$ cat src/rtl/pc_unit.sv
// Program-counter unit with stall, PC-relative branch and call/return via an internal return-address stack.
// Optional PC_UNIT_HIST_EN adds a last_pc output recording the PC before each taken control transfer.
module pc_unit #(
    parameter int ADDR_W    = 8,
    parameter int DATA_W    = 16,
    parameter int RAS_DEPTH = 4,
    parameter int RESET_VEC = 0
) (
    input  logic              clk,
    input  logic              rst_n,
    input  logic              stall,
    input  logic              inc,
    input  logic              jump,
    input  logic              branch,
    input  logic              call,
    input  logic              ret,
    input  logic              err_clr,
    input  logic [DATA_W-1:0] mbr_in,
    output logic [ADDR_W-1:0] pc_out,
    output logic              ras_full,
    output logic              ras_empty,
    output logic              ras_err
`ifdef PC_UNIT_HIST_EN
    ,
    output logic [ADDR_W-1:0] last_pc
`endif
);

    localparam int CNT_W = $clog2(RAS_DEPTH + 1);
    localparam logic [CNT_W-1:0]  DEPTH_C = CNT_W'(RAS_DEPTH);
    localparam logic [ADDR_W-1:0] RST_PC  = ADDR_W'(RESET_VEC);

    logic [ADDR_W-1:0] pc_q, pc_nxt, pc_plus1, target;
    logic [CNT_W-1:0]  cnt_q, cnt_nxt, cnt_dec;
    logic [ADDR_W-1:0] ras_mem [RAS_DEPTH];
    logic              push, err_set, xfer;

    assign target   = mbr_in[ADDR_W-1:0];
    assign pc_plus1 = pc_q + ADDR_W'(1);
    assign cnt_dec  = cnt_q - CNT_W'(1);

    // Upper MBR bits carry no meaning for the PC.
    generate
        if (DATA_W > ADDR_W) begin : g_hi
            logic unused_mbr_hi;
            assign unused_mbr_hi = ^mbr_in[DATA_W-1:ADDR_W];
        end
    endgenerate

    always_comb begin
        pc_nxt  = pc_q;
        cnt_nxt = cnt_q;
        push    = 1'b0;
        err_set = 1'b0;
        xfer    = 1'b0;
        if (!stall) begin
            if (ret) begin
                if (cnt_q != '0) begin
                    pc_nxt  = ras_mem[cnt_dec];
                    cnt_nxt = cnt_dec;
                    xfer    = 1'b1;
                end else begin
                    err_set = 1'b1;
                end
            end else if (call) begin
                // An overflowing call still transfers; only the push is lost.
                pc_nxt = target;
                xfer   = 1'b1;
                if (cnt_q != DEPTH_C) begin
                    push    = 1'b1;
                    cnt_nxt = cnt_q + CNT_W'(1);
                end else begin
                    err_set = 1'b1;
                end
            end else if (jump) begin
                pc_nxt = target;
                xfer   = 1'b1;
            end else if (branch) begin
                // Modulo add of the raw offset equals adding its sign extension.
                pc_nxt = pc_q + target;
                xfer   = 1'b1;
            end else if (inc) begin
                pc_nxt = pc_plus1;
            end
        end
    end

    always_ff @(posedge clk or negedge rst_n) begin
        if (!rst_n) begin
            pc_q    <= RST_PC;
            cnt_q   <= '0;
            ras_err <= 1'b0;
        end else begin
            pc_q  <= pc_nxt;
            cnt_q <= cnt_nxt;
            if (err_set)
                ras_err <= 1'b1;
            else if (err_clr)
                ras_err <= 1'b0;
        end
    end

    always_ff @(posedge clk) begin
        if (push)
            ras_mem[cnt_q] <= pc_plus1;
    end

`ifdef PC_UNIT_HIST_EN
    always_ff @(posedge clk or negedge rst_n) begin
        if (!rst_n)
            last_pc <= RST_PC;
        else if (xfer)
            last_pc <= pc_q;
    end
`else
    logic unused_xfer;
    assign unused_xfer = xfer;
`endif

    assign pc_out    = pc_q;
    assign ras_full  = (cnt_q == DEPTH_C);
    assign ras_empty = (cnt_q == '0);

endmodule

$ cat config.mk
export PLATFORM = sky130hd
export DESIGN_NAME = pc_unit
export DESIGN_NICKNAME = d
export VERILOG_FILES = /design/src/rtl/pc_unit.sv
export SDC_FILE = /design/constraint.sdc
export NUM_CORES = 1
export LEC_CHECK = 0
export CAP_MARGIN = 15
export CORE_ASPECT_RATIO = 1.75
export CORE_UTILIZATION = 40
export CTS_CLUSTER_SIZE = 30
export DETAILED_ROUTE_END_ITERATION = 7
export GPL_ROUTABILITY_DRIVEN = 0
export SLEW_MARGIN = 20
export SYNTH_ARGS = -nofsm -noshare
export SYNTH_HDL_FRONTEND = slang
export SYNTH_SLANG_ARGS = --single-unit
$ cat constraint.sdc
create_clock -name clk -period 2.6 [get_ports clk]
set_input_delay 0.39 -clock clk [delete_from_list [all_inputs] [get_ports clk]]
set_output_delay 0.39 -clock clk [all_outputs]
set_load 0.05 [all_outputs]
==> results of run 1 <==
[final cells by class]
| type | count | area [um2] | area share [%] |
|---|---|---|---|
| well taps | 80 | 100 | 3.27 |
| repair buffers | 38 | 348 | 11.4 |
| flip-flops and latches | 44 | 1260 | 41.2 |
| clock inverters | 3 | 42.5 | 1.39 |
| inverters | 13 | 48.8 | 1.59 |
| clock buffers | 5 | 68.8 | 2.25 |
| multi-input cells | 153 | 1190 | 39.0 |
[logic make-up after synthesis]
| family | after synthesis |
|---|---|
| compound gates | 58 |
| xor+xnor | 9 |
| fa+ha+maj | 15 |
| buf+inv | 22 |
| flops | 44 |
| mux | 9 |
| simple gates | 62 |
[power by group]
part	internal [uW]	switching, uW
Combinational	708	1010
Sequential	992	141
Clock	285	235
[how the worst min path moves through the flow]
stage,from,to,slack (ps)
2_1_floorplan,rst_n,cnt_q[0],90
3_3_place_gp,ras_err,ras_err,520
3_5_place_dp,ras_err,ras_err,520
4_1_cts,rst_n,pc_out[1],500
5_1_grt,rst_n,pc_out[1],520
6_report,rst_n,pc_out[3],490
[routing by layer]
layer  wire length (um)  share of wire [%]  global-route usage [%]  vias up
met4                147                2.6                    8.14        0
met5                  0                  0                       0        -
li1                   -                  -                       -      903
met2               3000                 53                    33.0       45
met3                165                2.9                    3.50       11
met1               2320                 41                    20.9      899
[state kept, by name, indices dropped and copies added (netlist names)]
name     flops
ras_mem     32
cnt_q        3
ras_err      1
pc_out       8
[through the flow]
step	std cells	hold WS (ps)	power, uW
2_1_floorplan	219	94.4	2380
3_3_place_gp	328	519	2860
3_5_place_dp	328	522	2880
4_1_cts	336	499	3420
5_1_grt	336	519	3610
6_report	336	489	3380
[synth_stat cells, drive strengths merged (2+ instances only)]
cell type  number
nand2          12
mux4            8
and2            5
a21oi          13
inv            13
nand3           6
nor2b           4
nor3            4
a31oi           4
ha             14
buf             9
nand2b          3
a311oi          3
a211oi          7
xor2            5
o21ai          17
or4             2
or3             2
o32a            2
edfxtp         32
nor2           17
dfrtp          12
o22ai           4
xnor2           4
==> results.cfg, run 1 <==
[cts]
number_of_instances_resized_during_post_cts_repair = 0
cts_htree_levels = 2
tritoncts.num_buffers = 5
tritoncts = yes
postCtsSetupBuffers = 0
clkTransAtPathRegs_ps = 90
post_cts_hold_fix_bufs = 0
cts_root_buffer = sky130_fd_sc_hd__clkbuf_8
cts_buffer_depth = 2
tritoncts_num_sinks = 44
insertion_delay_ps = 300

[timing]
timing_hold_violations_final = 0
grt_setup_unrepaired = no
worst_pin_slew_ps = 679
final_period_minus_worst_setup_slack_ps = 2160
setup_viol = 0
min_period_over_period_pct = 82.9
worst_slew_margin_rel_pct = 54.6
clock-skew-final_ps = 11.2
setup-tns-final_ps = 0
timing.final.max_slew_violations = 0
smallest_setup_slack_after_layout_ps = 443
clock.fmax_ghz = 0.464

[routing]
route.final.wire_length_um = 5630
detail_route.drc_violations = 0
first_pass_iters = 4
antenna_violating_nets_post_route = 0
via_count = 1858
detailedRoute.firstIterationViolations = 72
per_cell_routed_wire_length_um = 16.7
number_of_vias_per_cell_after_detailed_routing = 5.53

[layout]
fin_util_pct = 49.6
antenna_fix_cells = 0
flow.area_growth_from_synthesis_pct = 19.8
drive_gt1_share_pct = 12.1
final_common_cell = sky130_fd_sc_hd__edfxtp_1
n_fill_cell = 562
layout.cell_area.non_filler_um2 = 3060
final_cell_mix = sky130_fd_sc_hd__edfxtp_1, sky130_fd_sc_hd__clkdlybuf4s50_1, sky130_fd_sc_hd__nor2_1, sky130_fd_sc_hd__o21ai_0, sky130_fd_sc_hd__ha_1
layout_net_count = 295

[placement]
postPlaceCellArea_um2 = 2950
hpwl_um = 4190
post-place-ws_ps = 182
io_buffer_count = 27

[synthesis]
synth_mux_area_share_pct = 7.88
post_synth.cell_area_avg_um2 = 11.7
main_combinational_cell_family_by_area_after_synthesis = compound AO/OA/AOI/OAI gates
asyncSetResetFlopFracSynth_pct = 27.3
synth_enable_flop_cells = 32
yosys-top-cells-area = sky130_fd_sc_hd__edfxtp_1, sky130_fd_sc_hd__dfrtp_1, sky130_fd_sc_hd__ha_1, sky130_fd_sc_hd__mux4_2, sky130_fd_sc_hd__o21ai_0
ys_seq_elements = 44
synth-adder-area-share_pct = 7.63
synth_cell_type_count = 51
postSynth.topFlopCell = sky130_fd_sc_hd__edfxtp_1
synth.largest_area_cell = sky130_fd_sc_hd__edfxtp_1
yosys.area_share.simple_pct = 13.1
syn_inst = 219
yosysSeqAreaShare_pct = 49.3
mappedNetlistArea_um2 = 2560
synth-warning-count = 0
post-synth-top-area-fraction_pct = 37.6
synth-compound-area-share_pct = 15.0
mappedNetlistNets = 259
post_synth_xor_area_fraction_pct = 3.08

[worst_setup_path]
critical_path.top_delay_family = simple AND/OR/NAND/NOR gates
reg2reg_depth = 6
setup.worst_path.start_class = flip-flop
critical_path.endpoint = ras_mem[0][2]
critical_path_depth = 6
worstReg2RegStart = cnt_q[1]
timing_worst_setup_path_type = flip-flop to flip-flop
critPathRequiredTime_ps = 2550
r2r_end = ras_mem[0][2]
reg2reg_setup_slack_ps = 440
critical-path-max-stage-delay_ps = 390
crit_top_cell = sky130_fd_sc_hd__ha_1
startpoint = cnt_q[1]
cp_cell_sequence = inv_1, ha_1, ha_1, nor4b_1, buf_4, and2_1
crit_fanout = 8
crit_arrival_ps = 2110
cp.buffers_inverters = 2
end_kind = flip-flop
worst_path_max_delay_cell = sky130_fd_sc_hd__dfrtp_1

[floorplanning]
core_area_um2 = 6180
die_h_um = 108
initial_core_util_pct = 41.4
area_enclosed_by_the_die_boundary_um2 = 6730
die_width_um = 62.4
boundaryPins = 36
rows = 38

[global_routing]
first_global_vias = 1915
grt_usage_pct = 18.4
antenna_found_initial = 0
global_route_wire_length_before_repair_um = 9380
grt_start_max_net_pins = 18
globalRoute.totalOverflow = 0

[outcome]
outcome = complete, no violations

[pwr]
peakVddDrop_mv = 0.558
powerDensity_nw_per_um2 = 1100
leakagePower_uw = 0.00114

[job]
timing.max_cap.violations = 0

[min_path]
min_path_type = primary input to async pin
Note: power is estimated with default switching activity, not from simulation.
==> inputs of run 2 (changes only) <==
clock period = 2 ns   (was 2.6 ns; I/O delays follow)
==> run 2 against run 1 <==
Against the previous run:
- register-to-register slack got worse by 360 ps
- clock skew fell by 6.6 ps
- critical path depth fell by 4
- non-clock buffer count rose by 28
- sequential cell count did not move
- cell area rose by 12%
- highest routed layer unchanged
- clock power rose by 32%
==> results.cfg, run 2 (synthesis results as in run 1) <==
[outcome]
outcome = complete, no violations

[routing]
per_cell_routed_wire_length_um = 16.7
via_count = 1968
first_pass_iters = 4
number_of_vias_per_cell_after_detailed_routing = 5.41
antenna_violating_nets_post_route = 0
route.final.wire_length_um = 6080
detail_route.drc_violations = 0
detailedRoute.firstIterationViolations = 132

[layout]
registers.top_by_ff_count = ras_mem
finish.cell_count_without_fillers = 364
layout.cell_area.non_filler_um2 = 3420
final_common_cell = sky130_fd_sc_hd__buf_4
regArea_um2 = 1260
drive_gt1_share_pct = 25.7
layout_net_count = 323
flow.area_growth_from_synthesis_pct = 33.8
antenna_fix_cells = 0
multiInputGateArea_um2 = 1250
n_fill_cell = 556
final_cell_mix = sky130_fd_sc_hd__buf_4, sky130_fd_sc_hd__edfxtp_1, sky130_fd_sc_hd__clkdlybuf4s50_1, sky130_fd_sc_hd__nor2_1, sky130_fd_sc_hd__o21ai_0
largest_register_ffs = 32

[global_routing]
global_route_wire_length_before_repair_um = 9800
grt_start_max_net_pins = 17
antenna_found_initial = 0
grt_usage_pct = 19.4
globalRoute.totalOverflow = 0
first_global_vias = 2018

[pwr]
leakagePower_uw = 0.00131
powerDensity_nw_per_um2 = 1420
peakVddDrop_mv = 0.755
total_power_uw = 4850

[timing]
timing.final.max_slew_violations = 0
clock.fmax_ghz = 0.514
setup-tns-final_ps = 0
worst_pin_slew_ps = 660
fin_worst_hold_slack_ps = 398
clock-skew-final_ps = 4.57
final_period_minus_worst_setup_slack_ps = 1950
timing_hold_violations_final = 0
setup_viol = 0
worst_slew_margin_rel_pct = 55.8
grt_setup_unrepaired = no
min_period_over_period_pct = 97.3

[cts]
clkTransAtPathRegs_ps = 80
tritoncts.num_buffers = 5
tritoncts = yes
cts_root_buffer = sky130_fd_sc_hd__clkbuf_8
cts_htree_levels = 2
tritoncts_num_sinks = 44
cts_buffer_depth = 2
insertion_delay_ps = 300
post_cts_hold_fix_bufs = 0

[worst_setup_path]
cp_cell_sequence = buf_4, clkdlybuf4s50_1
critical-path-max-stage-delay_ps = 800
worst_path_max_delay_cell = sky130_fd_sc_hd__clkdlybuf4s50_1
crit_fanout = 6
critical_path.top_delay_family = buffers and inverters
cp.buffers_inverters = 2
timing_worst_setup_path_type = flip-flop to output port
end_kind = output port
crit_arrival_ps = 1650
critPathRequiredTime_ps = 1700
setup.worst_path.start_class = flip-flop

[floorplanning]
boundaryPins = 36
die_width_um = 62.4
die_h_um = 108
initial_core_util_pct = 41.4
rows = 38
core_area_um2 = 6180
area_enclosed_by_the_die_boundary_um2 = 6730

[placement]
io_buffer_count = 27
hpwl_um = 4640
dp_cells = 356
postPlaceCellArea_um2 = 3300

[min_path]
min_path_type = primary input to async pin

[job]
timing.max_cap.violations = 0
-- run 2: changes by cell type in the layout (fill, tap and decap cells not counted), moves of 2 or more --
cell / delta
sky130_fd_sc_hd__buf_4: +23
sky130_fd_sc_hd__buf_12: +7
sky130_fd_sc_hd__clkdlybuf4s50_1: -4
sky130_fd_sc_hd__ha_1: -4
sky130_fd_sc_hd__dfrtp_1: -3
sky130_fd_sc_hd__dfrtp_2: +3
sky130_fd_sc_hd__ha_4: +3
sky130_fd_sc_hd__dlymetal6s2s_1: +2
-- run 2: metal layers --
layer,track usage [%],vias to the layer above,wire length [um]
met5,0,-,0
met4,8.80,0,151
met3,2.97,12,172
met2,37.0,46,3440
met1,20.4,951,2310
li1,-,959,-
-- run 2: report_power, final --
| part | internal, uW | leakage, uW | switching (uW) |
|---|---|---|---|
| Clock | 370 | 0.0000541 | 315 |
| Combinational | 1260 | 0.000834 | 1490 |
| Sequential | 1290 | 0.000426 | 118 |
| Total | 2920 | 0.00131 | 1930 |
-- run 2: stage by stage --
step	util [%]	worst slack [ps]
after floorplan	-	-13.5
after global placement	53.4	-246
after detailed placement	53.4	-266
after CTS	55.2	44.8
after global routing	55.4	11.5
final	55.4	53.6
-- run 2: final cells by class --
cell class                      instances  share of cell area, %
Timing Repair Buffer                   66                   18.9
Inverter                               13                   1.43
Multi-Input combinational cell        153                   36.6
Clock buffer                            5                   2.01
Sequential cell                        44                   37.0
Clock inverter                          3                   1.24
Tap cell                               80                   2.93
-- run 2: timing repair --
action                                  CTS  global route
endpoints found under the setup margin    0             6
buffers inserted                          0             0
endpoints found under the hold margin     0             0
resized for setup                         0             5
-- run 2: worst reg2reg max path, delay by kind of cell (launching register included) --
kind | cells | cell delay, ps
adders and majority gates | 1 | 340
buffers and inverters | 1 | 150
AOI/OAI and AO/OA | 5 | 910
DFF | 1 | 430
-- run 2: final timing paths --
path / startpoint / cells past startpoint / slack [ps] / to
worst max register to register: pc_out[1] / 7 / 80 / pc_out[3]
worst min register to register: ras_err / 2 / 540 / ras_err
max in group asynchronous: rst_n / 1 / 1140 / pc_out[0]
worst max-delay path: pc_out[1] / 2 / 50 / pc_out[1]
min in group clk: mbr_in[0] / 5 / 530 / pc_out[0]
worst min-delay path: rst_n / 1 / 400 / pc_out[6]
